File: src/rtl/vga_scan_out.sv
// VGA scan-out stage: 640x480@60 timing from the 50 MHz clock, per-pixel
// colour requests to the frame store, and a fixed 4-CLK output pipeline so
// sync, blanking and colour for a pixel leave the block together.
module vga_scan_out #(
  parameter int unsigned H_VIS  = 640,
  parameter int unsigned H_FP   = 16,
  parameter int unsigned H_SYNC = 96,
  parameter int unsigned H_BP   = 48,
  parameter int unsigned V_VIS  = 480,
  parameter int unsigned V_FP   = 10,
  parameter int unsigned V_SYNC = 2,
  parameter int unsigned V_BP   = 33,
  parameter int unsigned RD_LAT = 2
) (
  input  logic        clk,
  input  logic        rst_n,
  input  logic        en,
  output logic        pix_req,
  output logic [9:0]  pix_x,
  output logic [8:0]  pix_y,
  input  logic [11:0] pix_rgb,
  output logic        frame_st,
  output logic        vblank,
  output logic        vga_hs,
  output logic        vga_vs,
  output logic [3:0]  vga_r,
  output logic [3:0]  vga_g,
  output logic [3:0]  vga_b
);

  localparam int unsigned H_TOT   = H_VIS + H_FP + H_SYNC + H_BP;
  localparam int unsigned V_TOT   = V_VIS + V_FP + V_SYNC + V_BP;
  localparam int unsigned CW      = 10;
  localparam int unsigned OUT_DLY = 3 - RD_LAT;

  localparam logic [CW-1:0] H_LAST  = CW'(H_TOT - 1);
  localparam logic [CW-1:0] V_LAST  = CW'(V_TOT - 1);
  localparam logic [CW-1:0] H_VIS_C = CW'(H_VIS);
  localparam logic [CW-1:0] V_VIS_C = CW'(V_VIS);
  localparam logic [CW-1:0] HS_ON   = CW'(H_VIS + H_FP);
  localparam logic [CW-1:0] HS_OFF  = CW'(H_VIS + H_FP + H_SYNC);
  localparam logic [CW-1:0] VS_ON   = CW'(V_VIS + V_FP);
  localparam logic [CW-1:0] VS_OFF  = CW'(V_VIS + V_FP + V_SYNC);
  localparam logic [1:0]    CAP_IDX = 2'(RD_LAT - 1);

  // {hs, vs, de} of an idle (disabled) timing point
  localparam logic [2:0]    TIM_IDLE = 3'b110;

  logic          pe;
  logic [CW-1:0] hcnt;
  logic [CW-1:0] vcnt;

  logic          vis_c;
  logic          req_c;
  logic          hs_c;
  logic          vs_c;

  logic [3:0][2:0]  tim_q;
  logic [2:0]       tag_q;
  logic [11:0]      col_q;
  logic [11:0]      col_next_c;
  logic [1:0][11:0] cdly_q;
  logic [11:0]      col_sel_c;

  // Pixel enable and free-running raster counters; held at origin while disabled
  always_ff @(posedge clk or negedge rst_n) begin
    if (!rst_n) begin
      pe   <= 1'b0;
      hcnt <= '0;
      vcnt <= '0;
    end else if (!en) begin
      pe   <= 1'b0;
      hcnt <= '0;
      vcnt <= '0;
    end else begin
      pe <= ~pe;
      if (pe) begin
        if (hcnt == H_LAST) begin
          hcnt <= '0;
          vcnt <= (vcnt == V_LAST) ? '0 : vcnt + CW'(1);
        end else begin
          hcnt <= hcnt + CW'(1);
        end
      end
    end
  end

  // Timing decode of the current raster point
  always_comb begin
    vis_c = (hcnt < H_VIS_C) && (vcnt < V_VIS_C);
    req_c = en && pe && vis_c;
    hs_c  = ~((hcnt >= HS_ON) && (hcnt < HS_OFF));
    vs_c  = ~((vcnt >= VS_ON) && (vcnt < VS_OFF));
  end

  // Request port, frame strobe and renderer-side vblank
  always_ff @(posedge clk or negedge rst_n) begin
    if (!rst_n) begin
      pix_req  <= 1'b0;
      pix_x    <= '0;
      pix_y    <= '0;
      frame_st <= 1'b0;
      vblank   <= 1'b0;
    end else begin
      pix_req  <= req_c;
      frame_st <= req_c && (hcnt == '0) && (vcnt == '0);
      vblank   <= (vcnt >= V_VIS_C);
      if (req_c) begin
        pix_x <= hcnt;
        pix_y <= vcnt[8:0];
      end
    end
  end

  // Sync/DE delay line; stage 0 loads once per pixel so the output steps with the request
  always_ff @(posedge clk or negedge rst_n) begin
    if (!rst_n) begin
      for (int i = 0; i < 4; i++) tim_q[i] <= TIM_IDLE;
    end else begin
      if (!en) begin
        tim_q[0] <= TIM_IDLE;
      end else if (pe) begin
        tim_q[0] <= {hs_c, vs_c, vis_c};
      end
      for (int i = 1; i < 4; i++) tim_q[i] <= tim_q[i-1];
    end
  end

  // Colour captured on the tagged cycle, then padded so total latency stays at 4
  always_comb begin
    col_next_c = tag_q[CAP_IDX] ? pix_rgb : col_q;
    case (OUT_DLY)
      0:       col_sel_c = col_next_c;
      1:       col_sel_c = cdly_q[0];
      default: col_sel_c = cdly_q[1];
    endcase
  end

  // Request tag shift register and colour holding/padding registers
  always_ff @(posedge clk or negedge rst_n) begin
    if (!rst_n) begin
      tag_q  <= '0;
      col_q  <= '0;
      cdly_q <= '0;
    end else begin
      tag_q     <= {tag_q[1:0], pix_req};
      col_q     <= col_next_c;
      cdly_q[0] <= col_next_c;
      cdly_q[1] <= cdly_q[0];
    end
  end

  // Registered VGA pins; blanking forces black
  always_ff @(posedge clk or negedge rst_n) begin
    if (!rst_n) begin
      vga_hs <= 1'b1;
      vga_vs <= 1'b1;
      vga_r  <= '0;
      vga_g  <= '0;
      vga_b  <= '0;
    end else begin
      vga_hs <= tim_q[3][2];
      vga_vs <= tim_q[3][1];
      {vga_r, vga_g, vga_b} <= tim_q[3][0] ? col_sel_c : 12'h000;
    end
  end

endmodule

File: config.mk
export PLATFORM = sky130hd
export DESIGN_NAME = vga_scan_out
export DESIGN_NICKNAME = d
export VERILOG_FILES = /design/src/rtl/vga_scan_out.sv
export SDC_FILE = /design/constraint.sdc
export NUM_CORES = 1
export LEC_CHECK = 0
export BUFFER_PORTS_ARGS = -buffer_cell sky130_fd_sc_hd__buf_2
export CAP_MARGIN = 20
export CORE_ASPECT_RATIO = 0.6
export CORE_MARGIN = 8
export CORE_UTILIZATION = 60
export CTS_BUF_LIST = sky130_fd_sc_hd__clkbuf_16
export DETAILED_ROUTE_END_ITERATION = 8
export PLACE_DENSITY = 0.83
export SLEW_MARGIN = 25
export SYNTH_ARGS = -nofsm -noshare
export SYNTH_HDL_FRONTEND = slang
export SYNTH_SLANG_ARGS = --single-unit
File: constraint.sdc
create_clock -name clk -period 4.9 [get_ports clk]
set_clock_uncertainty 0.05 [all_clocks]
set_input_delay 0.245 -clock clk [delete_from_list [all_inputs] [get_ports clk]]
set_output_delay 0.245 -clock clk [all_outputs]
set_load 0.02 [all_outputs]
* Yosys cells after proc, flatten, opt, wreduce, memory -nomap -nowiden
Index checks and enable logic that the tools add are counted.
Operators by class: $add $sub $neg 2, multipliers 0, div/mod/pow operators 0, $lt $le $gt $ge 7, equality and inequality tests 4, shift operators 0, muxes and demuxes 11, bitwise operators 3, reduce and logical (&&, ||, !) cells 10
Operators with widths (number):
- $mux 10 | 7
- $add 10x1->10 const B | 2
- $eq 10x10->1 const B | 2
- $ge 10x9->1 const B | 2
- $logic_not 10->1 | 2
- $lt 10x10->1 const B | 2
- $lt 10x9->1 const B | 2
- $mux 12 | 1
- $ge 10x10->1 const B | 1
- $logic_and 1x1->1 | 7
- $mux 3 | 2
- $ne 2x1->1 const B | 2
- $not 1->1 | 3
- $reduce_and 2->1 | 1
- $mux 1 | 1
Storage, ports and cells: register bits 83, bits in latches 0, RAM bits 0, bits in read-only memories 0, bits of input ports 15, output and inout port bits 36, logic and storage cells 56, memories 0

* Logic depth before layout (Yosys ltp)
Gate-level depths: netlist of the first run.
depth after elaboration 5, gate-level depth with buffers 7, mapped depth without buffers 6

* Worst setup path after synthesis of the first run
No wires, ideal clock.
path kind register to register, from register vcnt[0], to register vcnt[3], library setup time 0.121 ns, arrival time 1.818 ns, data required time 4.729 ns, slack 2.911 ns, cell stages (with the launch flop) 7, buffers on the path 0, period minus slack after synthesis 1.989 ns, cells stage by stage dfrtp_1 -> inv_1 -> ha_1 -> or4b_4 -> o31a_1 -> a21o_1 -> a22o_1
On the way: cells in the longest elaborated chain, start to end 5
Ends and longest elaborated chain:
- from (decl) | RTL line 51 | logic [CW-1:0] vcnt;
- from (signal assigned) | RTL line 80 | vcnt <= (vcnt == V_LAST) ? '0 : vcnt + CW'(1);
- $add 10x1->10 / $eq 10x10->1 (equally long branches) | RTL line 80
- $mux 10 (*) | RTL line 80
- $mux 10 (*) | RTL line 78 | if (hcnt == H_LAST) begin
- $mux 10 (*) | RTL line 77 | if (pe) begin
- $mux 10 (*) | RTL line 71 | end else if (!en) begin
Every way passes the cells marked *; elsewhere a longest branch is shown, timed or not. The select of a mux whose other input is x is not followed. A chain may end at the register's enable or synchronous reset.

* Worst setup path after layout of the first run
from register hcnt[0], to register vcnt[7]
On the way: cells in the longest elaborated chain, start to end 3
Ends and longest elaborated chain:
- from (decl) | RTL line 50 | logic [CW-1:0] hcnt;
- from (signal assigned) | RTL line 82 | hcnt <= hcnt + CW'(1);
- $eq 10x10->1 | RTL line 78
- $ne 2x1->1 (no line)
- $reduce_and 2->1 (no line)
No other way between the ends.

==> parameters.txt, run 1 <==
Parameter                              Value

Clock network
  Worst-path clk slew ... roughly 0.060 ns
  Worst skew pair latency ... roughly 0.33 ns
  Number of CTS-inserted buffers ... 9
  Count of buffers added by post-CTS timing repair for setup ... 0
  Clock root buffer ... sky130_fd_sc_hd__clkbuf_16
  Total number of H-tree levels ... 3
  Max clock buf depth ... 2
  TritonCTS Sinks ... 83
  CTS tree ... built

Logic synthesis
  Synth Area in XOR/XNOR ... 0.01820
  Synth top area share ... 0.5423
  Post-synthesis cell count ... approximately 260
  Yosys synthesis warning count ... 0
  Cell type with the largest total area after synthesis ... sky130_fd_sc_hd__dfrtp_1
  Synth top area cells ... sky130_fd_sc_hd__dfrtp_1 54%, sky130_fd_sc_hd__mux2_2 11%, sky130_fd_sc_hd__dfstp_2 7.8%
  Post-synthesis net count ... roughly 280
  Proportion of synthesized area in mux cells ... 0.1070
  Post-Synthesis Cell Area ... between 3000 and 4000 sq um
  Syn Area/Cell ... approximately 13 sq um
  Synthesis-stage register bit count ... 83
  Synthesized-area fraction occupied by ao, oa, aoi and oai cells ... 0.06798
  Share of synthesized cell area in full adder, half adder and majority cells ... 0.01857
  Post-synthesis share of cell area spent on and, or, nand and nor gates ... 0.1471
  Synth cell types ... 38
  Combinational family with the most area after synthesis ... simple AND/OR/NAND/NOR gates
  Share of the yosys chip area belonging to registers ... 0.6204

Routing
  Vias/cell ... approximately 5.7
  Total DRC errors in the routed layout ... 0
  Routed WL ... 6.978 mm
  Number of nets with antenna violations after detailed routing ... 0
  Routed vias ... between 2,000 and 2,500
  Routed length per placed instance ... 17.98 microns
  Number of DRC markers in iteration 0 ... around 130
  DRT Pass-1 Iters ... 4

Power
  Power per unit of standard cell area ... roughly 400 nW/um^2
  Worst vdd rail ir drop ... 242.1 uV
  Leak pwr ... around 2.0 nW

Die
  Width of the die ... approximately 110 microns
  Total die area ... 8346 sq um
  Die H ... 74.04 microns
  Starting density of the core ... 0.6134
  Ports ... between 50 and 60
  Core Area ... approximately 5500 sq um
  FP Rows ... 21

Critical path
  Data required time at the worst endpoint ... just over 5 ns
  Arrival time of the worst setup path ... roughly 2.5 ns
  Worst setup EP type ... flop
  Path depth of the worst reg2reg path ... 5
  Crit Reg-Reg Startpoint ... hcnt[0]$_DFFE_PN0N_
  CP cell instances ... ha_1 -> nand4b_1 -> o31ai_4 -> o21ai_0 -> a22o_2
  Max FO, Critical Path ... 17
  Kind of cell adding the most delay to the critical path ... compound AO/OA/AOI/OAI gates
  WP buf/inv ... 0
  FF-to-FF End ... vcnt[7]$_DFFE_PN0P_
  Critical Path Slowest Stage Cell ... sky130_fd_sc_hd__o31ai_4
  Slowest cell delay on critical path ... approximately 0.65 ns
  Startpoint Class ... flop
  Critical Setup Path Class ... flop to flop
  Reg-to-reg setup timing slack ... around 2.6 ns

Finish
  Inserted Diodes ... 0
  Post-Layout Cell Count ... about 390
  Register cell area after layout ... between 2000 and 2500 sq um
  Fraction of layout cells with a size suffix above 1 ... 0.3574
  Multi-input gate area ... 1209 sq um
  Most frequent standard cell in the layout excluding fill and tap cells ... sky130_fd_sc_hd__dfrtp_1
  Layout fillers ... 370
  Post-route cell area ... 4010 sq um
  Growth of design area from synthesis to finish ... 19.06%
  Share of the core filled with cells in the final layout ... 0.7302
  Final layout net count ... 334
  Commonest cells after routing, fill and taps aside ... 73 x sky130_fd_sc_hd__dfrtp_1, 49 x sky130_fd_sc_hd__buf_2, 32 x sky130_fd_sc_hd__mux2_2

STA
  Fin Setup TNS ... 0 ns
  Relative slew slack ... 0.5225
  Final worst path period need ... 2.298 ns
  Number of setup violations in the final report ... 0
  Fin. max-slew vios ... 0
  Slew at the pin with the worst max-slew slack ... 0.7162 ns
  Final Hold Violating Endpoints ... 0
  RSZ-0062 raised after global routing ... false
  Period utilization ... 0.4689
  Maximum operating frequency ... 0.4352 GHz

Placed design
  Count of buffers inserted at the top-level ports ... 50
  Detailed placement HPWL ... 4.616 mm
  Post-DP Area ... ~3700 sq um
  Final weighted congestion in routability-driven placement ... a little under 0.9
  Inst Count DP ... between 300 and 400

Run
  Count of maximum capacitance violations ... 0

Global routing
  Leftover overflow at the end of global routing ... 0
  Wire length of the first global-routing pass ... 11.78 mm
  Largest net degree at the start of global routing ... 84
  Total routing usage reported by global routing ... 0.1826
  Number of global-route vias before repair ... ~2,300
  Antenna violations before repair ... 0

Hold path
  Cell depth of the worst min-delay path ... 2
  End of the worst hold path ... col_sel_c[7]$_DFFE_PN0P_
  Type of the most critical hold path ... input pin to flop
  Worst Hold Launch ... pix_rgb[7]

Status
  Status ... finished, final reports clean
layer usage:
metal  routed length, microns  track usage  share of wire  up-vias
met4                       53      0.06677         0.0076        0
met2                     3178       0.2678           0.46       77
li1                         -            -              -     1028
met5                        0            0              0        -
met1                     3240       0.2481           0.46     1102
met3                      505      0.06240          0.072        6
flip-flops by register name, summed over array words and instances (netlist names), 2 cells and up:
register / count
col_sel_c: 12
hcnt: 10
pix_x: 10
pix_y: 9
tag_q: 2
tim_q: 12
vcnt: 10
vga_b: 4
vga_g: 4
vga_r: 4
worst max-delay path by stage:
stage,from,endpoint,depth (start not counted)
after floorplan,vcnt[0]$_DFFE_PN0P_,vcnt[3]$_DFFE_PN0P_,6
after global placement,vcnt[6]$_DFFE_PN0P_,pix_y[5]$_DFFE_PN0P_,4
after detailed placement,vcnt[6]$_DFFE_PN0P_,pix_y[2]$_DFFE_PN0P_,4
after CTS,vcnt[6]$_DFFE_PN0P_,pix_x[4]$_DFFE_PN0P_,4
after global routing,hcnt[0]$_DFFE_PN0N_,vcnt[2]$_DFFE_PN0P_,5
final,hcnt[0]$_DFFE_PN0N_,vcnt[7]$_DFFE_PN0P_,5
stage by stage:
stage | setup WS (ns) | power [mW] | hold slack [ns]
after floorplan | 2.911 | 0.8307 | -0.1006
after global placement | 2.679 | 0.8745 | 0.2818
after detailed placement | 2.579 | 0.8825 | 0.2847
after CTS | 2.576 | 1.610 | 0.06246
after global routing | 2.431 | 1.658 | 0.08222
final | 2.602 | 1.595 | 0.09738
final cells by class:
| type | count | share of cell area |
|---|---|---|
| clock buffer | 9 | 0.05616 |
| clock inverter | 7 | 0.02496 |
| inverter | 6 | 0.005616 |
| multi-input combinational | 162 | 0.3014 |
| sequential | 83 | 0.5211 |
| tap | 69 | 0.02153 |
| timing repair buffer | 52 | 0.06927 |
synthesized netlist by cell type, drive strengths merged:
cell / n
nand4b: 1
a31oi: 2
nand2b: 4
nand3b: 3
nor4b: 5
or3: 1
a22o: 5
nand3: 11
o21ai: 12
nor3: 4
nand4: 5
a41oi: 1
mux2: 32
or4: 2
inv: 6
xor2: 4
or4b: 1
clkbuf: 5
a21oi: 2
nor4: 3
o31ai: 2
dfstp: 10
nor2b: 2
nor2: 14
xnor2: 3
ha: 5
nand2: 13
o31a: 3
o311ai: 1
and2: 15
dfrtp: 73
a21o: 2
and3: 2
buf: 6
or2: 1
or3b: 1
where the power goes:
group / internal (mW) / switching, mW
registers: 0.729 / 0.0240
logic: 0.0499 / 0.0696
clock network: 0.450 / 0.273
cell families (layout without fill, tap and decap cells):
kind of cell             Yosys count  count (layout)
flip-flops                        83              83
buffers and inverters             17              74
multiplexers                      32              32
AND/OR/NAND/NOR                   88              88
XOR/XNOR                           7               7
adder cells (fa/ha/maj)            5               5
AO/OA/AOI/OAI                     30              30
what timing repair did:
item                       4_1_cts  5_1_grt
setup endpoints to repair        0        0
hold endpoints to repair         0       73
hold buffers                     0        1
gates resized for setup          0        0
worst register-to-register path, delay by kind of cell, from the launching register on:
family / cells / cell delay [ns]
flops: 1 / 0.43
compound gates: 3 / 1.15
simple gates: 1 / 0.25
fa+ha+maj: 1 / 0.31
Power figures use the tool's default switching activity.
==> run 2, diff against run 1 <==
Settings changed: CORE_UTILIZATION 60 to 56, PLACE_DENSITY 0.83 to 0.79.
Clock period 4.9 ns to 2.35 ns, I/O delays scaled along.
==> parameters.txt, run 2 (synthesis results as in run 1) <==
Parameter                              Value

Power
  Worst vdd rail ir drop ... 410.9 uV (+70%)
  Leak pwr ... 2.039 nW (+3.7%)
  Total Power ... 3.418 mW (+110%)
  Power per unit of standard cell area ... 813.7 nW/um^2 (+100%)

Routing
  Number of nets with antenna violations after detailed routing ... 0 (unchanged)
  Routed length per placed instance ... 16.47 microns (-8.4%)
  Routed WL ... 6.902 mm (-1.1%)
  Routed vias ... 2,233 (+0.90%)
  DRT Pass-1 Iters ... 4 (unchanged)
  Total DRC errors in the routed layout ... 0 (unchanged)
  Number of DRC markers in iteration 0 ... 171 (+31%)
  Vias/cell ... 5.329 (-6.6%)

Die
  Core Area ... 5973 sq um (+8.8%)
  Starting density of the core ... 0.5639 (-0.04946)
  Width of the die ... 116.1 microns (+3.0%)
  FP Rows ... 22 (+4.8%)
  Ports ... 51 (unchanged)
  Total die area ... 8834 sq um (+5.9%)
  Die H ... 76.08 microns (+2.8%)

Finish
  Share of the core filled with cells in the final layout ... 0.7032 (-0.02705)
  Commonest cells after routing, fill and taps aside ... 73 x sky130_fd_sc_hd__dfrtp_1, 49 x sky130_fd_sc_hd__buf_2, 32 x sky130_fd_sc_hd__mux2_2
  Layout fillers ... 416 (+12%)
  Post-Layout Cell Count ... 419 (+8.0%)
  Inserted Diodes ... 0 (unchanged)
  Post-route cell area ... 4200 sq um (+4.7%)
  Fraction of layout cells with a size suffix above 1 ... 0.3493 (-0.008113)
  Final layout net count ... 350 (+4.8%)
  Most frequent standard cell in the layout excluding fill and tap cells ... sky130_fd_sc_hd__dfrtp_1
  Growth of design area from synthesis to finish ... 24.70%

Critical path
  Critical Setup Path Class ... flop to flop
  Path depth of the worst reg2reg path ... 6 (+1)
  FF-to-FF End ... vcnt[3]$_DFFE_PN0P_
  Startpoint Class ... flop
  Max FO, Critical Path ... 6 (-11)
  Slowest cell delay on critical path ... 0.49 ns (-0.16 ns)
  Worst setup EP type ... flop
  Crit path launch ... vcnt[0]$_DFFE_PN0P_
  CP cell instances ... inv_1 -> ha_1 -> or4b_4 -> o31a_1 -> a21o_1 -> a22o_1
  WP buf/inv ... 1 (+1)
  Critical path capture point ... vcnt[3]$_DFFE_PN0P_
  Data required time at the worst endpoint ... 2.52 ns (-2.55 ns)
  Critical Path Stages ... 6 (+1)
  Crit Reg-Reg Startpoint ... vcnt[0]$_DFFE_PN0P_
  Kind of cell adding the most delay to the critical path ... compound AO/OA/AOI/OAI gates
  Critical Path Slowest Stage Cell ... sky130_fd_sc_hd__or4b_4
  Arrival time of the worst setup path ... 2.33 ns (-0.14 ns)
  Reg-to-reg setup timing slack ... 0.20 ns (-2.41 ns)

Global routing
  Antenna violations before repair ... 0 (unchanged)
  Wire length of the first global-routing pass ... 11.49 mm (-2.5%)
  Total routing usage reported by global routing ... 0.1683 (-0.01432)
  Largest net degree at the start of global routing ... 46 (-45%)
  Leftover overflow at the end of global routing ... 0 (unchanged)
  Number of global-route vias before repair ... 2,226 (-2.9%)

Hold path
  Type of the most critical hold path ... input pin to flop
  Worst Hold Launch ... en

Placed design
  Detailed placement HPWL ... 4.589 mm (-0.58%)
  Final weighted congestion in routability-driven placement ... 0.8644 (-0.94%)
  Inst Count DP ... 390 (+5.4%)
  Count of buffers inserted at the top-level ports ... 50 (unchanged)
  Post-DP Area ... 3729 sq um (+1.9%)

Clock network
  Hold-fix buffer count after cts ... 13 (+13)
  Max clock buf depth ... 2 (unchanged)
  Quantity of gates resized following cts ... 0 (unchanged)
  Count of buffers added by post-CTS timing repair for setup ... 0 (unchanged)
  Total number of H-tree levels ... 3 (unchanged)
  TritonCTS Sinks ... 83 (unchanged)
  Worst skew pair latency ... 0.33 ns (about the same)
  Clock root buffer ... sky130_fd_sc_hd__clkbuf_16
  Number of CTS-inserted buffers ... 9 (unchanged)
  Worst-path clk slew ... 0.06 ns (about the same)
  CTS tree ... built

Status
  Status ... finished, final reports clean

STA
  Period utilization ... 0.9164 (+0.4475)
  RSZ-0062 raised after global routing ... false
  Fin. max-slew vios ... 0 (unchanged)
  Fin Setup TNS ... 0 ns (unchanged)
  Final Hold Violating Endpoints ... 0 (unchanged)
  Number of setup violations in the final report ... 0 (unchanged)
  Relative slew slack ... 0.6085 (+0.08600)
  Slew at the pin with the worst max-slew slack ... 0.5872 ns (-0.1290 ns)
  Final worst path period need ... 2.154 ns (-0.1441 ns)
  Maximum operating frequency ... 0.4643 GHz (+6.7%)

Run
  Count of maximum capacitance violations ... 0 (unchanged)
run 2: per-stage QoR:
| stage | hold slack [ns] | setup slack, ns |
|---|---|---|
| floorplan | -0.2281 | 0.3609 |
| global placement | 0.1094 | 0.2904 |
| detailed placement | 0.1079 | 0.2085 |
| CTS | 0.03613 | 0.2148 |
| global route | 0.04914 | 0.07186 |
| finish | 0.05747 | 0.1964 |
run 2: how the worst min path moves through the flow:
stage                          endpoint  slack (ns)  cells after the start
2_1_floorplan  col_sel_c[0]$_DFFE_PN0P_       -0.23                      0
3_3_place_gp       pix_x[4]$_DFFE_PN0P_        0.11                      1
3_5_place_dp       pix_x[2]$_DFFE_PN0P_        0.11                      1
4_1_cts            tim_q[1]$_DFFE_PN1N_        0.04                      2
5_1_grt            tim_q[1]$_DFFE_PN1N_        0.05                      2
6_report           tim_q[1]$_DFFE_PN1N_        0.06                      2
run 2: final cells by class:
class                      count  area (sq um)  area share
clock buffer                   9         225.2     0.05362
clock inverter                 7         116.4     0.02770
inverter                       6         22.52    0.005362
multi-input combinational    162          1209      0.2878
sequential                    83          2090      0.4975
tap                           84         105.1     0.02502
timing repair buffer          68         432.9      0.1031
run 2: report_power, final:
part	total, mW	switching [mW]	internal [mW]	leakage (nW)
combinational	0.267	0.146	0.121	0.803
clock	1.58	0.551	1.03	0.155
sequential	1.57	0.0466	1.52	1.08
run 2: layer usage:
layer | global-route usage | routed length [microns]
met3 | 0.06804 | 576
met2 | 0.2247 | 2912
met1 | 0.2446 | 3372
met4 | 0.04376 | 41
met5 | 0 | 0
==> run 3, diff against run 2 <==
Settings changed: CORE_UTILIZATION 56 to 50, PLACE_DENSITY 0.79 to 0.74.
Clock period 2.35 ns to 1.85 ns, I/O delays scaled along.
==> parameters.txt, run 3 (synthesis results as in run 1) <==
Parameter                              Value

STA
  Fin. max-slew vios ... 0 (unchanged)
  RSZ-0062 raised after global routing ... true
  Relative slew slack ... 0.6353 (+0.02680)
  Period utilization ... 1.057 (+0.1405)
  Final worst path period need ... 1.955 ns (-0.1983 ns)
  Slew at the pin with the worst max-slew slack ... 0.5470 ns (-0.04020 ns)
  Number of setup violations in the final report ... 7 (+7)
  Worst setup margin ... -0.1054 ns (-0.3017 ns)
  Final Hold Violating Endpoints ... 0 (unchanged)
  Maximum operating frequency ... 0.5114 GHz (+10%)

Placed design
  Detailed placement HPWL ... 5.164 mm (+13%)
  Inst Count DP ... 416 (+6.7%)
  Count of buffers inserted at the top-level ports ... 50 (unchanged)
  Final weighted congestion in routability-driven placement ... 0.9345 (+8.1%)
  Post-DP Area ... 3892 sq um (+4.4%)

Finish
  Layout fillers ... 480 (+15%)
  Post-Layout Cell Count ... 451 (+7.6%)
  Commonest cells after routing, fill and taps aside ... 73 x sky130_fd_sc_hd__dfrtp_1, 49 x sky130_fd_sc_hd__buf_2, 32 x sky130_fd_sc_hd__mux2_2, 32 x sky130_fd_sc_hd__buf_4, 15 x sky130_fd_sc_hd__and2_1
  Fraction of layout cells with a size suffix above 1 ... 0.4286 (+0.07932)
  Growth of design area from synthesis to finish ... 31.72%
  Most frequent standard cell in the layout excluding fill and tap cells ... sky130_fd_sc_hd__dfrtp_1
  Final layout net count ... 379 (+8.3%)
  Post-route cell area ... 4437 sq um (+5.6%)
  Inserted Diodes ... 0 (unchanged)

Critical path
  Critical Path Stages ... 6 (unchanged)
  Path depth of the worst reg2reg path ... 6 (unchanged)
  Kind of cell adding the most delay to the critical path ... compound AO/OA/AOI/OAI gates
  Max FO, Critical Path ... 4 (-2)
  Critical Path Slowest Stage Cell ... sky130_fd_sc_hd__or4b_4
  WP buf/inv ... 1 (unchanged)
  Slowest cell delay on critical path ... 0.49 ns (about the same)
  Arrival time of the worst setup path ... 2.12 ns (-0.21 ns)
  Data required time at the worst endpoint ... 2.02 ns (-0.50 ns)
  Critical Setup Path Class ... flop to flop
  CP cell instances ... inv_1 -> ha_4 -> or4b_4 -> o31a_1 -> a21o_1 -> a22o_1
  Startpoint Class ... flop
  Worst setup EP type ... flop

Die
  Width of the die ... 122.0 microns (+5.0%)
  FP Rows ... 23 (+4.5%)
  Core Area ... 6590 sq um (+10%)
  Die H ... 79.58 microns (+4.6%)
  Ports ... 51 (unchanged)
  Starting density of the core ... 0.5111 (-0.05278)
  Total die area ... 9705 sq um (+9.9%)

Routing
  Routed length per placed instance ... 16.56 microns (+0.52%)
  Number of nets with antenna violations after detailed routing ... 0 (unchanged)
  Total DRC errors in the routed layout ... 0 (unchanged)
  Number of DRC markers in iteration 0 ... 215 (+26%)
  DRT Pass-1 Iters ... 4 (unchanged)
  Routed vias ... 2,401 (+7.5%)
  Routed WL ... 7.468 mm (+8.2%)
  Vias/cell ... 5.324 (-0.11%)

Clock network
  Number of CTS-inserted buffers ... 9 (unchanged)
  Max clock buf depth ... 2 (unchanged)
  TritonCTS Sinks ... 83 (unchanged)
  Clock root buffer ... sky130_fd_sc_hd__clkbuf_16
  Worst-path clk slew ... 0.06 ns (about the same)
  Total number of H-tree levels ... 3 (unchanged)
  Worst skew pair latency ... 0.33 ns (about the same)
  CTS tree ... built

Power
  Leak pwr ... 2.195 nW (+7.6%)
  Power per unit of standard cell area ... 947.4 nW/um^2 (+16%)
  Worst vdd rail ir drop ... 498.6 uV (+21%)

Hold path
  Cell depth of the worst min-delay path ... 2 (unchanged)
  Type of the most critical hold path ... input pin to flop

Global routing
  Largest net degree at the start of global routing ... 32 (-30%)
  Total routing usage reported by global routing ... 0.1620 (-0.006297)
  Number of global-route vias before repair ... 2,347 (+5.4%)
  Wire length of the first global-routing pass ... 12.12 mm (+5.5%)
  Leftover overflow at the end of global routing ... 0 (unchanged)
  Antenna violations before repair ... 0 (unchanged)

Status
  Status ... finished with violations
  Violated checks ... negative setup slack

Run
  Count of maximum capacitance violations ... 0 (unchanged)
## run 3: changes by cell type in the layout (fill, tap and decap cells not counted), sizes merged
cell | previous run | this run
bufinv | 3 | 2
buf | 55 | 84
inv | 6 | 7
clkinv | 1 | 3
clkinvlp | 3 | 1
## run 3: final timing paths
| kind | start | end | slack [ns] |
|---|---|---|---|
| min in group asynchronous | rst_n | pix_x[7]$_DFFE_PN0P_ | 0.19 |
| min reg2reg | tim_q[8]$_DFF_PN1_ | tim_q[11]$_DFF_PN1_ | 0.30 |
| max | vcnt[1]$_DFFE_PN0P_ | vcnt[3]$_DFFE_PN0P_ | -0.11 |
| max reg2reg | vcnt[1]$_DFFE_PN0P_ | vcnt[3]$_DFFE_PN0P_ | -0.11 |
| max in group asynchronous | rst_n | pix_y[3]$_DFFE_PN0P_ | 0.95 |
| min | en | tim_q[1]$_DFFE_PN1N_ | 0.03 |
## run 3: stage by stage
step / worst slack [ns] / setup TNS [ns] / total power [mW] / hold WS [ns] / utilization
global placement: -0.04679 / -0.1291 / 2.347 / -0.01043 / 0.5907
global route: -0.1522 / -0.7688 / 4.375 / 0.04420 / 0.6732
finish: -0.1054 / -0.2985 / 4.203 / 0.03144 / 0.6732
floorplan: -0.07446 / -0.1250 / 2.201 / -0.2531 / -
CTS: -0.1024 / -0.5976 / 4.240 / 0.01996 / 0.6630
detailed placement: -0.1245 / -0.6803 / 2.364 / -0.007827 / 0.5907
## run 3: layout make-up
type,count,area [sq um],area share
clock buffer,9,225.2,0.05076
clock inverter,7,85.08,0.01918
inverter,6,22.52,0.005076
multi-input combinational,162,1256,0.2831
sequential,83,2090,0.4710
tap,87,108.9,0.02453
timing repair buffer,97,649.4,0.1464
## run 3: repair_timing
action / in CTS / in global routing
resized for setup: 11 / 11
buffers inserted: 3 / 3
gates cloned: 0 / 0
hold buffers: 13 / 0
pin swaps: 8 / 9
endpoints found under the hold margin: 40 / 0
endpoints found under the setup margin: 9 / 23
## run 3: metal layers
layer	global-route usage	vias up	share of wire
li1	-	1124	-
met1	0.2186	1185	0.45
met2	0.2379	79	0.46
met3	0.04732	13	0.073
met4	0.07099	0	0.018
met5	0	-	0
## run 3: report_power, final
part           leakage (nW)  total (mW)  switching (mW)  internal [mW]
logic                 0.960       0.391           0.207          0.184
registers              1.08        1.98          0.0544           1.93
clock network         0.154        1.83           0.662           1.17
## run 3: worst reg2reg max path, stage by stage (launching register included)
cell	delay, ns
sky130_fd_sc_hd__dfrtp_1	0.38
sky130_fd_sc_hd__inv_1	0.09
sky130_fd_sc_hd__ha_4	0.12
sky130_fd_sc_hd__or4b_4	0.49
sky130_fd_sc_hd__o31a_1	0.32
sky130_fd_sc_hd__a21o_1	0.17
sky130_fd_sc_hd__a22o_1	0.21
